===== config.mk =====
export PLATFORM = sky130hd
export DESIGN_NAME = count_extend_capture
export DESIGN_NICKNAME = d
export VERILOG_FILES = /design/src/rtl/count_extend_capture_pkg.sv /design/src/rtl/count_extend_capture_step_check.sv /design/src/rtl/count_extend_capture.sv
export SDC_FILE = /design/constraint.sdc
export NUM_CORES = 1
export LEC_CHECK = 0
export BUFFER_PORTS_ARGS = -buffer_cell sky130_fd_sc_hd__buf_4
export CORE_MARGIN = 1.5
export CORE_UTILIZATION = 50
export CTS_CLUSTER_DIAMETER = 120
export DETAILED_ROUTE_END_ITERATION = 8
export PLACE_DENSITY = 0.83
export SKIP_LAST_GASP = 1
export SYNTH_ARGS = -nofsm -noshare
export SYNTH_HDL_FRONTEND = slang
export SYNTH_SLANG_ARGS = --single-unit
export TNS_END_PERCENT = 100

===== constraint.sdc =====
create_clock -name clock -period 4.2 [get_ports clock]
set_input_delay 0.21 -clock clock [delete_from_list [all_inputs] [get_ports clock]]
set_output_delay 0.21 -clock clock [all_outputs]
set_load 0.03 [all_outputs]

===== src/rtl/count_extend_capture_pkg.sv =====
// Shared definitions for the count extension / capture block: default widths,
// the upstream counter's terminal value and the capture FSM state encoding.
package count_extend_capture_pkg;

    localparam int CNT_W_DEF = 4;
    localparam int EXT_W_DEF = 8;
    localparam int FULL_W    = EXT_W_DEF + CNT_W_DEF;

    // Terminal value of the upstream counter; a step from here to zero is a wrap.
    localparam logic [CNT_W_DEF-1:0] CNT_MAX = {CNT_W_DEF{1'b1}};

    typedef enum logic {
        IDLE = 1'b0,
        HOLD = 1'b1
    } cap_state_t;

endpackage


===== src/rtl/count_extend_capture_step_check.sv =====
// Classifies each sampled upstream count against the previous sample:
// hold (unchanged), legal increment (flagging the max->0 wrap) or error.
import count_extend_capture_pkg::*;

module count_step_check #(
    parameter int CNT_W = CNT_W_DEF
) (
    input  logic             clock,
    input  logic             clear,
    input  logic [CNT_W-1:0] count_in,
    input  logic             sample_en,
    output logic [CNT_W-1:0] prev_count,
    output logic             is_wrap,
    output logic             is_hold,
    output logic             is_err
);

    localparam logic [CNT_W-1:0] CNT_ALL1 = {CNT_W{1'b1}};

    logic [CNT_W-1:0] prev_count_q, prev_count_d;
    logic             prev_valid_q, prev_valid_d;
    logic [CNT_W-1:0] step_c;

    assign step_c     = prev_count_q + CNT_W'(1);
    assign prev_count = prev_count_q;

    // Step classification; nothing is flagged until a previous sample exists.
    always_comb begin
        is_wrap      = 1'b0;
        is_hold      = 1'b0;
        is_err       = 1'b0;
        prev_count_d = prev_count_q;
        prev_valid_d = prev_valid_q;
        if (sample_en) begin
            prev_count_d = count_in;
            prev_valid_d = 1'b1;
            if (prev_valid_q) begin
                if (count_in == prev_count_q) begin
                    is_hold = 1'b1;
                end else if (count_in == step_c) begin
                    is_wrap = (prev_count_q == CNT_ALL1);
                end else begin
                    is_err = 1'b1;
                end
            end
        end
    end

    // Previous-sample registers; an illegal step simply resyncs to the new value.
    always_ff @(posedge clock) begin
        if (clear) begin
            prev_count_q <= '0;
            prev_valid_q <= 1'b0;
        end else begin
            prev_count_q <= prev_count_d;
            prev_valid_q <= prev_valid_d;
        end
    end

endmodule


===== src/rtl/count_extend_capture.sv =====
// Extends a narrow upstream counter with a wrap counter, flags illegal steps,
// pulses on a programmable match and offers a valid/ready snapshot port.
import count_extend_capture_pkg::*;

module count_extend_capture #(
    parameter int CNT_W = CNT_W_DEF,
    parameter int EXT_W = EXT_W_DEF
) (
    input  logic                   clock,
    input  logic                   clear,
    input  logic [CNT_W-1:0]       count_in,
    input  logic                   sample_en,
    input  logic [EXT_W+CNT_W-1:0] match_val,
    input  logic                   cap_req,
    input  logic                   cap_ready,
    output logic                   cap_valid,
    output logic [EXT_W+CNT_W-1:0] cap_data,
    output logic [EXT_W-1:0]       ext_count,
    output logic                   match,
    output logic                   seq_err,
    output logic                   cap_overrun,
    output logic                   ext_ovf
);

    localparam int FW = EXT_W + CNT_W;

    logic [CNT_W-1:0] prev_count;
    logic             is_wrap, is_hold, is_err;

    logic [EXT_W-1:0] ext_count_q, ext_count_d;
    logic             ext_ovf_q, ext_ovf_d;
    logic             seq_err_q, seq_err_d;
    logic             match_q, match_d;
    logic [FW-1:0]    full_cur, full_next;

    cap_state_t       state_q;
    logic             cap_valid_q;
    logic [FW-1:0]    cap_data_q;
    logic             cap_overrun_q;

    count_step_check #(.CNT_W(CNT_W)) u_step (
        .clock      (clock),
        .clear      (clear),
        .count_in   (count_in),
        .sample_en  (sample_en),
        .prev_count (prev_count),
        .is_wrap    (is_wrap),
        .is_hold    (is_hold),
        .is_err     (is_err)
    );

    // Next extended value and flag updates; unsampled cycles keep the current value.
    always_comb begin
        ext_count_d = ext_count_q + EXT_W'(is_wrap);
        ext_ovf_d   = ext_ovf_q | (is_wrap & (ext_count_q == {EXT_W{1'b1}}));
        seq_err_d   = seq_err_q | is_err;
        full_cur    = {ext_count_q, prev_count};
        full_next   = sample_en ? {ext_count_d, count_in} : full_cur;
        // Pulse only on arrival at the compare value, never while sitting on it.
        match_d     = sample_en & ~is_hold & (full_next == match_val) & (full_next != full_cur);
    end

    // Wrap counter, sticky flags and registered match pulse.
    always_ff @(posedge clock) begin
        if (clear) begin
            ext_count_q <= '0;
            ext_ovf_q   <= 1'b0;
            seq_err_q   <= 1'b0;
            match_q     <= 1'b0;
        end else begin
            ext_count_q <= ext_count_d;
            ext_ovf_q   <= ext_ovf_d;
            seq_err_q   <= seq_err_d;
            match_q     <= match_d;
        end
    end

    // Capture FSM: snapshot in IDLE, hold until transfer, reload back-to-back.
    always_ff @(posedge clock) begin
        if (clear) begin
            state_q       <= IDLE;
            cap_valid_q   <= 1'b0;
            cap_data_q    <= '0;
            cap_overrun_q <= 1'b0;
        end else begin
            case (state_q)
                IDLE: begin
                    if (cap_req) begin
                        cap_data_q  <= full_next;
                        cap_valid_q <= 1'b1;
                        state_q     <= HOLD;
                    end
                end
                HOLD: begin
                    if (cap_ready) begin
                        if (cap_req) begin
                            cap_data_q  <= full_next;
                            cap_valid_q <= 1'b1;
                        end else begin
                            cap_valid_q <= 1'b0;
                            state_q     <= IDLE;
                        end
                    end else if (cap_req) begin
                        cap_overrun_q <= 1'b1;
                    end
                end
                default: begin
                    state_q     <= IDLE;
                    cap_valid_q <= 1'b0;
                end
            endcase
        end
    end

    assign ext_count   = ext_count_q;
    assign ext_ovf     = ext_ovf_q;
    assign seq_err     = seq_err_q;
    assign match       = match_q;
    assign cap_valid   = cap_valid_q;
    assign cap_data    = cap_data_q;
    assign cap_overrun = cap_overrun_q;

endmodule


# Yosys cells after proc, flatten, opt, wreduce, memory -nomap -nowiden
# Cells that the tools add are included.
totals:
  register_bits: 31
  elab_cells: 52
classes:
  add_sub_neg: 2
  eq_ne: 8
  n_mux: 21
  bitwise: 9
  reduce_logical: 2
ops:
  columns: ["op", "n"]
  rows:
  - ["12-bit two-way mux", 3]
  - ["12-bit case mux with 2 select lines", 1]
  - ["1-bit two-way mux", 15]
  - ["12-bit equality test", 1]
  - ["12-bit != test", 1]
  - ["8-bit by 1-bit adder with 8-bit output", 1]
  - ["4-bit equality test", 2]
  - ["8-bit equality test, second input constant", 1]
  - ["4-bit by 1-bit adder with 4-bit output, second input constant", 1]
  - ["1-bit bitwise AND", 4]
  - ["4-bit equality test, second input constant", 1]
  - ["2-bit != test, second input constant", 2]
  - ["1-bit case mux with 2 select lines", 2]
  - ["1-bit inverter", 3]
  - ["3-bit AND reduction", 1]
  - ["1-bit OR", 2]
  - ["2-bit AND reduction", 1]

# Logic depth before layout (Yosys ltp)
depth:
  depth_word: 11
  depth_mapped: 11

# Cells and area by module
# From an unflattened synthesis, not the netlist that was laid out.
unflattened:
  hier_cells: 210
  hier_area_um2: 1811.7
by_module_without_submodules:
  columns: ["module", "n_inst", "cells_per_inst", "area_per_inst_um2"]
  rows:
  - ["count_extend_capture", 1, 177, 1491.4]
  - ["count_step_check", 1, 33, 320.3]

# Worst setup path before layout
# OpenSTA, ideal clock, no wires.
synth_timing:
  path_kind: "register to register"
  from: "reg u_step.prev_count_q[0] (netlist: u_step.prev_count[0])"
  to: "reg match_q (netlist: match)"
  arrival_time_ns: 2.486
  path_slack_ns: 1.642
  path_stages_with_launch: 12
  path_buffers: 0
  synth_period_minus_slack_ns: 2.558
  cell_sequence: "dfxtp_1 -> ha_1 -> xnor2_1 -> nand4_1 -> nor4_2 -> ha_1 -> ha_1 -> mux2i_1 -> xnor2_1 -> nor4_1 -> o211ai_1 -> nor3b_2"
synth_via:
  elab_chain_len: 11
synth_rtl:
  columns: ["element", "line", "rtl"]
  rows:
  - ["start, declared", "count_extend_capture_step_check.sv:20", "logic [CNT_W-1:0] prev_count_q, prev_count_d;"]
  - ["start signal, assigned", "count_extend_capture_step_check.sv:55", "prev_count_q <= prev_count_d;"]
  - ["4-bit by 1-bit adder with 4-bit output", "count_extend_capture_step_check.sv:24", "assign step_c = prev_count_q + CNT_W'(1);"]
  - ["4-bit equality test", "count_extend_capture_step_check.sv:40", "end else if (count_in == step_c) begin"]
  - ["1-bit two-way mux", "count_extend_capture_step_check.sv:40", null]
  - ["1-bit two-way mux (*)", "count_extend_capture_step_check.sv:38", "if (count_in == prev_count_q) begin"]
  - ["1-bit two-way mux (*)", "count_extend_capture_step_check.sv:37", "if (prev_valid_q) begin"]
  - ["1-bit two-way mux (*)", "count_extend_capture_step_check.sv:34", "if (sample_en) begin"]
  - ["8-bit by 1-bit adder with 8-bit output (*)", "count_extend_capture.sv:54", "ext_count_d = ext_count_q + EXT_W'(is_wrap);"]
  - ["named net ext_count_d[1]", "count_extend_capture.sv:30", "logic [EXT_W-1:0] ext_count_q, ext_count_d;"]
  - ["12-bit two-way mux (*)", "count_extend_capture.sv:58", "full_next = sample_en ? {ext_count_d, count_in} : full_cur;"]
  - ["12-bit equality test", "count_extend_capture.sv:60", "match_d = sample_en & ~is_hold & (full_next == match_val) & (full_next != full_cur);"]
  - ["1-bit bitwise AND", "count_extend_capture.sv:60", null]
  - ["1-bit bitwise AND (*)", "count_extend_capture.sv:60", null]
  - ["end signal, assigned", "count_extend_capture.sv:74", "match_q <= match_d;"]
  - ["end, declared", "count_extend_capture.sv:33", "logic match_q, match_d;"]
# The timed path passes the listed nets; every way through them passes the cells marked *.
# A chain may end at the register's enable or synchronous reset.

# Worst setup path after layout
layout_timing:
  from: "reg u_step.prev_count_q[3] (netlist: u_step.prev_count[3])"
  to: "reg match_q (netlist: match)"
# Same word-level chain as after synthesis.

==> results_dict.tcl <==
set metrics [dict create \
    coreArea_mm2 0.00313 \
    async_flop_share 0 \
    final_area_mm2 0.00205 \
    ys_ff_latch 31 \
    die_w_um 61.2 \
    gp_congestion 0.893 \
    synthMuxAreaShare 0.0354 \
    grt_pass1_vias 1280 \
    grt_pass1_wl_um 5890 \
    synth_fp_nets 215 \
    ys_seq_area_frac 0.366 \
    fillers 283 \
    ctsResizeCount 0 \
    routedWlPerCell_um 13.2 \
    r2r_slack_ns 0.89 \
    final_cells 274 \
    worstPathMaxFanout 4 \
    drv_slew 0 \
    fin_nets 254 \
    pwr-share-clk 0.294 \
    ys_types 39 \
    cts_made_buffers 5 \
    p_leak_nw 0.838 \
    max_freq_mhz 303 \
    synth_compound_area_frac 0.119 \
    finalSetupViolations 0 \
    fin_crit_sh 0.787 \
    drive_above_1_share 0.248 \
    synthesis.area_mm2 0.00170 \
    combPwrFrac 0.177 \
    cp-end-kind "flip-flop" \
    fp.dieArea_mm2 0.00375 \
    dp_hpwl_um 2790 \
    p_sw_frac 0.278 \
    cp-start-kind "flip-flop" \
    powerDensity_mw_per_mm2 291 \
    fin_crit_ns 3.31 \
    num_antenna_cells 0 \
    synth_top_family_by_area "simple AND/OR/NAND/NOR gates" \
    finalHoldViolCount 0 \
    final_util 0.655 \
    initial_core_util 0.542 \
    post_cts_buffers 0 \
    drc 0 \
    synthFlopType "dfxtp_1" \
    cts.path.max_buffers 2 \
    p_sw_mw 0.166 \
    synthXorXnorAreaFrac 0.155 \
    syn2layout_area_growth_pct 20.9 \
    required_ns 4.46 \
    gr-total-overflow 0 \
    status "finished clean" \
    clock-sinks 31 \
    cts_tree "built" \
    ys_warn_count 0 \
    rows 20 \
    first_pass_iters 4 \
    seqPwrFrac 0.529 \
    synth_edf_count 0 \
    clk_pin_slew_ns 0.09 \
    totalNegativeSetupSlack_ns 0 \
    grt_usage 0.217 \
    slew_headroom 0.427 \
    arrival_ns 3.56 \
    critPathKind "reg -> reg" \
    setup_ws_ns 0.894 \
    max_cap_viol_count 0 \
    vias 1464 \
    antenna_found_initial 0 \
    synth_area_per_cell_um2 8.88 \
    placedCellCount 267 \
    clock_skew_ns 0.00968 \
    power.internal_mw 0.430 \
    grt_max_degree 33 \
    routed_wl_um 3610 \
    htree_levels 2 \
    viasPerCell 5.34 \
    synth_fa_ha_area_frac 0.0221 \
    worst_slew_pin_slew_ns 0.851 \
    cts-root-buf "clkbuf_4" \
    synth_cells 191 \
    pre_cts_slack_ns 1.01 \
    clk_latency_ns 0.33 \
    ir_drop_mv 0.157 \
    grt_setup_unrepaired "no" \
    hold_buffers 0 \
    placed_area_mm2 0.00199 \
    io_buffers 45 \
    drt_iter0_drc 65 \
    postRouteAntennaNets 0 \
    synth_simple_gate_area_share 0.240 \
    hold_path.class "in -> reg" \
    fp.dieH_um 61.2 \
    pin_count 46 \
]
[layout make-up]
type	count	area, µm²	share of cell area
Inverter	1	3.75	0.00183
Clock inverter	1	5.00	0.00244
Sequential cell	31	621	0.303
Clock buffer	6	51.3	0.0250
Multi-Input combinational cell	145	968	0.473
Tap cell	44	55.1	0.0269
Timing Repair Buffer	46	345	0.168
[power groups by stage]
| stage | logic, mW | registers (mW) | clock network [mW] |
|---|---|---|---|
| after floorplan | 0.0464 | 0.340 | 0 |
| after global placement | 0.104 | 0.322 | 0 |
| after detailed placement | 0.106 | 0.322 | 0 |
| after CTS | 0.106 | 0.315 | 0.179 |
| after global routing | 0.115 | 0.317 | 0.194 |
| final | 0.105 | 0.315 | 0.175 |
[final timing paths]
| path | from | end | cells after the start |
|---|---|---|---|
| hold / removal | cap_req | state_q | 3 |
| setup reg to reg | u_step.prev_count[3] | match | 10 |
| hold reg to reg | cap_overrun | cap_overrun | 2 |
| setup / recovery | u_step.prev_count[3] | match | 10 |
[critical path, cell delays in order (launching register included)]
cell and delay [ns]:
dfxtp_1 0.35, xor2_1 0.18, nor4_1 0.76, nor4_2 0.12, ha_1 0.27, ha_1 0.34, mux2i_1 0.32, xnor2_1 0.11
nor4_1 0.41, o211ai_1 0.20, nor3b_2 0.18
[state kept, by name, summed over array words and instances, names as in the netlist]
signal,flops
cap_data,12
ext_count,8
u_step.prev_count,4
cap_overrun,1
cap_valid,1
ext_ovf,1
match,1
seq_err,1
state_q,1
u_step.prev_valid_q,1
[per-stage QoR]
stage / hold WS, ns / power [mW]
final: 0.136 / 0.596
after global routing: 0.147 / 0.625
after CTS: 0.132 / 0.600
after detailed placement: 0.470 / 0.428
after global placement: 0.446 / 0.425
after floorplan: 0.331 / 0.386
[per-layer routing]
metal | GRT usage | part of all wire | wire length, µm
met1 | 0.294 | 0.48 | 1750
met2 | 0.328 | 0.44 | 1570
met3 | 0.0525 | 0.059 | 213
met4 | 0.0963 | 0.020 | 72
met5 | 0 | 0 | 0
[cell families (layout without fill, tap and decap cells)]
kind of cell,Yosys count,count (layout)
compound gates,30,30
xor+xnor,30,30
fa+ha+maj,3,3
buf+inv,15,54
flops,31,31
mux,6,6
simple gates,76,76
[synth_stat cells (3+ instances only)]
cell      number  area share
dfxtp_1       31        0.37
ha_1           3       0.022
o21ai_0        5       0.015
nor2b_1        4       0.015
nand2_1        6       0.013
nand3_1        7       0.021
xor2_1        15       0.077
a211oi_1      13       0.058
nand4_1        4       0.015
or3_1          5       0.018
nor4_1         4       0.015
nor3_1         3      0.0089
mux2i_1        6       0.035
xnor2_1       15       0.077
buf_6          5       0.033
a21oi_1        5       0.015
clkbuf_1       7       0.016
nor2_1        32       0.071
[placed cells by master (no fill, tap or decap), drive strengths merged, types with 2 or more instances in the layout]
cell	instances
ha	3
nor3b	2
nand4	5
xor2	15
xnor2	15
o21ai	6
mux2i	6
buf	46
clkbuf	6
nand2	7
nor4	5
nor2b	4
a21oi	5
nand3	7
a211oi	13
nor3	3
or3	5
nor2	32
dfxtp	31
Power figures use the tool's default switching activity.
